### config.mk
export PLATFORM = sky130hd
export DESIGN_NAME = pipeline_register_stage_flat
export DESIGN_NICKNAME = d
export VERILOG_FILES = /design/src/rtl/pipeline_register_stage_if.sv /design/src/rtl/pipeline_register_stage.sv /design/src/flat_wrapper.sv
export SDC_FILE = /design/constraint.sdc
export NUM_CORES = 1
export LEC_CHECK = 0
export ABC_AREA = 1
export CORE_ASPECT_RATIO = 1.4
export CORE_MARGIN = 2
export CORE_UTILIZATION = 46
export CTS_CLUSTER_DIAMETER = 80
export CTS_CLUSTER_SIZE = 40
export DETAILED_ROUTE_END_ITERATION = 12
export PLACE_DENSITY = 0.82
export SYNTH_ARGS = -nofsm -noshare
export SYNTH_HDL_FRONTEND = slang
export SYNTH_SLANG_ARGS = --single-unit
export TNS_END_PERCENT = 5
### constraint.sdc
create_clock -name clock -period 2.4 [get_ports clock]
set_input_delay 0.24 -clock clock [delete_from_list [all_inputs] [get_ports clock]]
set_output_delay 0.24 -clock clock [all_outputs]
set_load 0.005 [all_outputs]
### src/rtl/pipeline_register_stage_if.sv
// Valid/ready handshake bundle for pipeline_register_stage: upstream (in_*) and downstream (out_*) sides.
// The stage binds to the slave modport; the producer/consumer environment uses master.
interface pipeline_register_stage_if #(
   parameter int DATA_W = 32,
   parameter int CTRL_W = 8
);
   logic              in_valid;
   logic              in_ready;
   logic [DATA_W-1:0] in_data;
   logic [CTRL_W-1:0] in_ctrl;
   logic              out_valid;
   logic              out_ready;
   logic [DATA_W-1:0] out_data;
   logic [CTRL_W-1:0] out_ctrl;

   modport slave (
      input  in_valid, in_data, in_ctrl, out_ready,
      output in_ready, out_valid, out_data, out_ctrl
   );

   modport master (
      output in_valid, in_data, in_ctrl, out_ready,
      input  in_ready, out_valid, out_data, out_ctrl
   );
endinterface

### src/rtl/pipeline_register_stage.sv
// Two-entry pipeline register (head + skid) with stall/flush control and bubble-safe control output.
// in_ready depends only on registered state, stall and flush, so there is no in_valid -> in_ready path.
module pipeline_register_stage #(
   parameter int DATA_W = 32,
   parameter int CTRL_W = 8
) (
   input  logic                       clock,
   input  logic                       reset,
   input  logic                       flush,
   input  logic                       stall,
   pipeline_register_stage_if.slave   bus,
   output logic [1:0]                 occupancy
);

   // Encoding equals the number of held entries, so occupancy is the state itself.
   typedef enum logic [1:0] {
      EMPTY = 2'd0,
      ONE   = 2'd1,
      TWO   = 2'd2
   } state_t;

   state_t            state;
   state_t            state_next;
   logic [DATA_W-1:0] main_data;
   logic [CTRL_W-1:0] main_ctrl;
   logic [DATA_W-1:0] skid_data;
   logic [CTRL_W-1:0] skid_ctrl;
   logic              in_ready;
   logic              out_valid;
   logic              push;
   logic              pop;
   logic              load_main_in;
   logic              load_main_skid;
   logic              load_skid;

   // NOTE: every signal written here gets a default first, so no path leaves it unassigned (no latch).
   always_comb begin
      in_ready       = (state != TWO) & ~stall & ~flush;
      out_valid      = (state != EMPTY) & ~stall;
      push           = bus.in_valid & in_ready;
      pop            = out_valid & bus.out_ready;
      state_next     = state;
      load_main_in   = 1'b0;
      load_main_skid = 1'b0;
      load_skid      = 1'b0;

      case (state)
         EMPTY: begin
            if (push) begin
               state_next   = ONE;
               load_main_in = 1'b1;
            end
         end
         ONE: begin
            if (push && pop) begin
               load_main_in = 1'b1;
            end else if (push) begin
               state_next = TWO;
               load_skid  = 1'b1;
            end else if (pop) begin
               state_next = EMPTY;
            end
         end
         TWO: begin
            if (pop) begin
               state_next     = ONE;
               load_main_skid = 1'b1;
            end
         end
         default: state_next = EMPTY;
      endcase

      // Flush squashes everything, including a pop presented in the same cycle.
      if (flush) begin
         state_next     = EMPTY;
         load_main_in   = 1'b0;
         load_main_skid = 1'b0;
         load_skid      = 1'b0;
      end
   end

   // NOTE: sequential state uses non-blocking assignments so every register samples pre-edge values.
   always_ff @(posedge clock or posedge reset) begin
      if (reset) begin
         state <= EMPTY;
      end else begin
         state <= state_next;
      end
   end

   // NOTE: payload registers are reset too, because the reset outputs (out_data=0) are observable.
   always_ff @(posedge clock or posedge reset) begin
      if (reset) begin
         main_data <= '0;
         main_ctrl <= '0;
         skid_data <= '0;
         skid_ctrl <= '0;
      end else if (flush) begin
         main_ctrl <= '0;
         skid_ctrl <= '0;
      end else begin
         if (load_main_in) begin
            main_data <= bus.in_data;
            main_ctrl <= bus.in_ctrl;
         end else if (load_main_skid) begin
            main_data <= skid_data;
            main_ctrl <= skid_ctrl;
         end
         if (load_skid) begin
            skid_data <= bus.in_data;
            skid_ctrl <= bus.in_ctrl;
         end
      end
   end

   assign bus.in_ready  = in_ready;
   assign bus.out_valid = out_valid;
   assign bus.out_data  = main_data;
   assign bus.out_ctrl  = out_valid ? main_ctrl : '0;
   assign occupancy     = state;

endmodule

### src/flat_wrapper.sv
// flat-port wrapper written by rule: the top's interface ports become plain ports
module pipeline_register_stage_flat 
#(
   parameter int DATA_W = 32,
   parameter int CTRL_W = 8
)
  (clock, reset, flush, stall, occupancy, bus_in_valid, bus_in_data, bus_in_ctrl, bus_out_ready, bus_in_ready, bus_out_valid, bus_out_data, bus_out_ctrl);
  pipeline_register_stage_if #(.DATA_W(DATA_W), .CTRL_W(CTRL_W)) bus_i ();
  input  logic clock;
  input  logic reset;
  input  logic flush;
  input  logic stall;
  output logic [1:0] occupancy;
  input wire logic [$bits(bus_i.in_valid)-1:0] bus_in_valid;
  input wire logic [$bits(bus_i.in_data)-1:0] bus_in_data;
  input wire logic [$bits(bus_i.in_ctrl)-1:0] bus_in_ctrl;
  input wire logic [$bits(bus_i.out_ready)-1:0] bus_out_ready;
  output wire logic [$bits(bus_i.in_ready)-1:0] bus_in_ready;
  output wire logic [$bits(bus_i.out_valid)-1:0] bus_out_valid;
  output wire logic [$bits(bus_i.out_data)-1:0] bus_out_data;
  output wire logic [$bits(bus_i.out_ctrl)-1:0] bus_out_ctrl;
  assign bus_i.in_valid = bus_in_valid;
  assign bus_i.in_data = bus_in_data;
  assign bus_i.in_ctrl = bus_in_ctrl;
  assign bus_i.out_ready = bus_out_ready;
  assign bus_in_ready = bus_i.in_ready;
  assign bus_out_valid = bus_i.out_valid;
  assign bus_out_data = bus_i.out_data;
  assign bus_out_ctrl = bus_i.out_ctrl;
  pipeline_register_stage #(.DATA_W(DATA_W), .CTRL_W(CTRL_W)) u_core (.clock(clock), .reset(reset), .flush(flush), .stall(stall), .bus(bus_i), .occupancy(occupancy));
endmodule
==> results by group <==
Floorplan
  • Die Width: 82.7 µm
  • Std cell rows: 40
  • Die Y: 114 µm
  • Number of top-level pins: 90
  • Initial Utilization: 46.8%
  • Die area: 9430 µm²
  • Total core area: 8510 µm²

Critical path
  • Worst Setup Start Kind: flop
  • Worst EP required: 2.16 ns
  • CP startpoint: u_core.occupancy[1]
  • CP Class: flop to primary output
  • CP arrival: 1.90 ns
  • Max Fanout on Critical Path: 9
  • Critical Path End Type: primary output
  • RR Startpoint: u_core.occupancy[1]

Timing
  • Slew @ Worst Pin: 0.440 ns
  • Final Slew Violations: 0
  • Aggregate negative setup slack: 0 ns
  • Period utilisation layout: 89.1%
  • RSZ-0062 raised after global routing: no
  • Fin. Hold Viols: 0
  • Fin Hold WS: 0.312 ns
  • Clock Skew: 0.00499 ns
  • Fin crit period: 2.14 ns
  • Final setup vio count: 0
  • Fmax: 0.468 GHz
  • Slew margin rel.: 70.7%

Yosys
  • Cell area after synthesis: 3980 µm²
  • Number of enable flip-flop cells after synthesis: 0
  • Top cells by area, synth: dfrtp_1 52%, nand3_1 14%, nand2_1 13%
  • Yosys top cell area share: 51.5%
  • Warning count from the yosys run: 0
  • Syn Area/Cell: 7.66 µm²
  • Number of distinct library cells after synthesis: 16
  • Top_reg_cell synth: dfrtp_1
  • Ys async rst share: 100%
  • Count leader, synth: nand2_1
  • Register area share after synthesis: 51.5%
  • Yosys top cell by area: dfrtp_1
  • Mapped Cells: 520
  • Syn_nets: 566
  • Seq cells post-synth: 82
  • Commonest cells in the netlist: 137 x nand2_1, 115 x nand3_1, 90 x inv_1, 82 x dfrtp_1, 31 x o21ai_1

Clock tree
  • Post-CTS sizing: 0
  • Worst-skew pair later-pin latency: 0.34 ns
  • Setup Fix Bufs, Post-CTS: 0
  • Root Buffer: clkbuf_16
  • CTS Buf Count: 9
  • CTS Hold Bufs: 0
  • Clock Tree Buf Depth: 2
  • Clk sinks: 82
  • Clock transition at the registers of the reported paths: 0.06 ns
  • TritonCTS clock tree: done
  • H-tree Lvls: 3

Routing
  • Met1 WL: 4060 µm
  • Top routing layer used: met4
  • First-pass detailed-route iteration total: 5
  • Met3 Routed Length: 526 µm
  • DRC: 0
  • Final WL: 9490 µm
  • Post-route ant nets: 0
  • WL met2: 4730 µm
  • Vias per Instance: 5.10
  • Drt wl/cell: 13.4 µm
  • Via count: 3,603
  • Iter 0 DRT Violations: 348

Worst hold path
  • Worst hold path type: primary input to async pin

Placed design
  • DP Area: 4960 µm²
  • Gp weighted congestion: 0.839
  • Port Buffers: 89
  • Detailed Place HPWL: 6190 µm
  • Placed insts: 692

Power
  • Pwr dens: 964 nW/µm²
  • Static Leak: 2.76 nW
  • Pwr Total: 5.08 mW
  • Worst VDD drop: 517 µV

Status
  • Status: complete, no violations

Layout
  • Layout area overhead: 32.3%
  • Final Non-Filler Cells: 707
  • Fillers: 727
  • N_diodes: 0
  • Cell area after layout: 5270 µm²
  • Layout Nets: 644
  • Layout cells sized above 1: 5.15%

Global route
  • Total grt overflow: 0
  • Vias in the first global route: 3,347
  • All-Layer GR Usage: 21.2%
  • First-pass GRT wire length: 15,400 µm
  • Initial antenna violation count: 0
  • Largest net degree at the start of global routing: 83

Flow run
  • Maxcap violations: 0
[cell families after synthesis]
| group | Yosys count | share of synthesized area [%] |
|---|---|---|
| flops | 82 | 51.5 |
| buf+inv | 122 | 12.3 |
| compound gates | 41 | 5.15 |
| simple gates | 275 | 31.1 |
[routing by layer]
layer,vias up,track usage (%)
met5,-,0
li1,1779,-
met2,122,33.1
met1,1680,28.2
met3,22,5.05
met4,0,8.74
[cells in the final DEF (no fill, tap or decap)]
master / netlist / routed
buf_12: 0 / 3
buf_4: 0 / 5
bufinv_16: 0 / 2
clkbuf_16: 0 / 9
clkdlybuf4s50_1: 0 / 89
clkinv_2: 0 / 4
clkinvlp_4: 0 / 1
dfrtp_1: 82 / 82
inv_1: 90 / 89
inv_2: 2 / 2
nand2_1: 137 / 137
nand2_2: 1 / 1
nand3_1: 115 / 115
nand3_2: 3 / 3
nand3b_1: 8 / 8
nand4_1: 1 / 1
nor2_1: 9 / 9
nor2_4: 1 / 1
o21ai_0: 10 / 10
o21ai_1: 31 / 31
[report_power, final]
part	total [mW]	internal, mW	switching, mW	leakage, nW
clock	1.44	0.899	0.537	0.151
sequential	2.15	1.86	0.290	1.07
combinational	1.50	0.838	0.659	1.54
[metrics by stage]
stage,utilization (%),setup slack (ns)
3_3_place_gp,58.3,0.371
6_report,61.9,0.261
4_1_cts,61.9,0.222
2_1_floorplan,-,0.0516
3_5_place_dp,58.3,0.303
5_1_grt,61.9,0.136
[flip-flops by register name, summed over array words and instances (netlist names)]
register	cells
u_core.main_ctrl	8
u_core.occupancy	2
u_core.skid_ctrl	8
u_core.bus.out_data	32
u_core.skid_data	32
[worst max-delay path, cell delays in order, from the launching register on]
cell and delay (ns):
dfrtp_1 0.48, inv_1 0.10, nand2_1 0.12, nand2_1 0.20, nor2_1 0.14, clkdlybuf4s50_1 0.52
[final timing paths]
path                                           endpoint  slack, ns  depth (start not counted)
worst max register to register   u_core.bus.out_data[4]       0.38                          9
worst max-delay path                    bus_out_ctrl[3]       0.26                          5
min in group clock                 u_core.skid_data[24]       0.47                          3
worst min register to register     u_core.skid_data[20]       0.49                          2
max in group asynchronous           u_core.main_ctrl[2]       1.76                          3
worst min-delay path            u_core.bus.out_data[12]       0.31                          3
[area by class of cell]
type	instances	area [µm²]	share of cell area (%)
Tap cell	105	131	2.49
Multi-Input combinational cell	316	1440	27.4
Timing Repair Buffer	97	988	18.8
Sequential cell	82	2050	38.9
Inverter	92	347	6.58
Clock buffer	9	225	4.27
Clock inverter	6	82.6	1.57
Note: power is estimated with default switching activity, not from simulation.
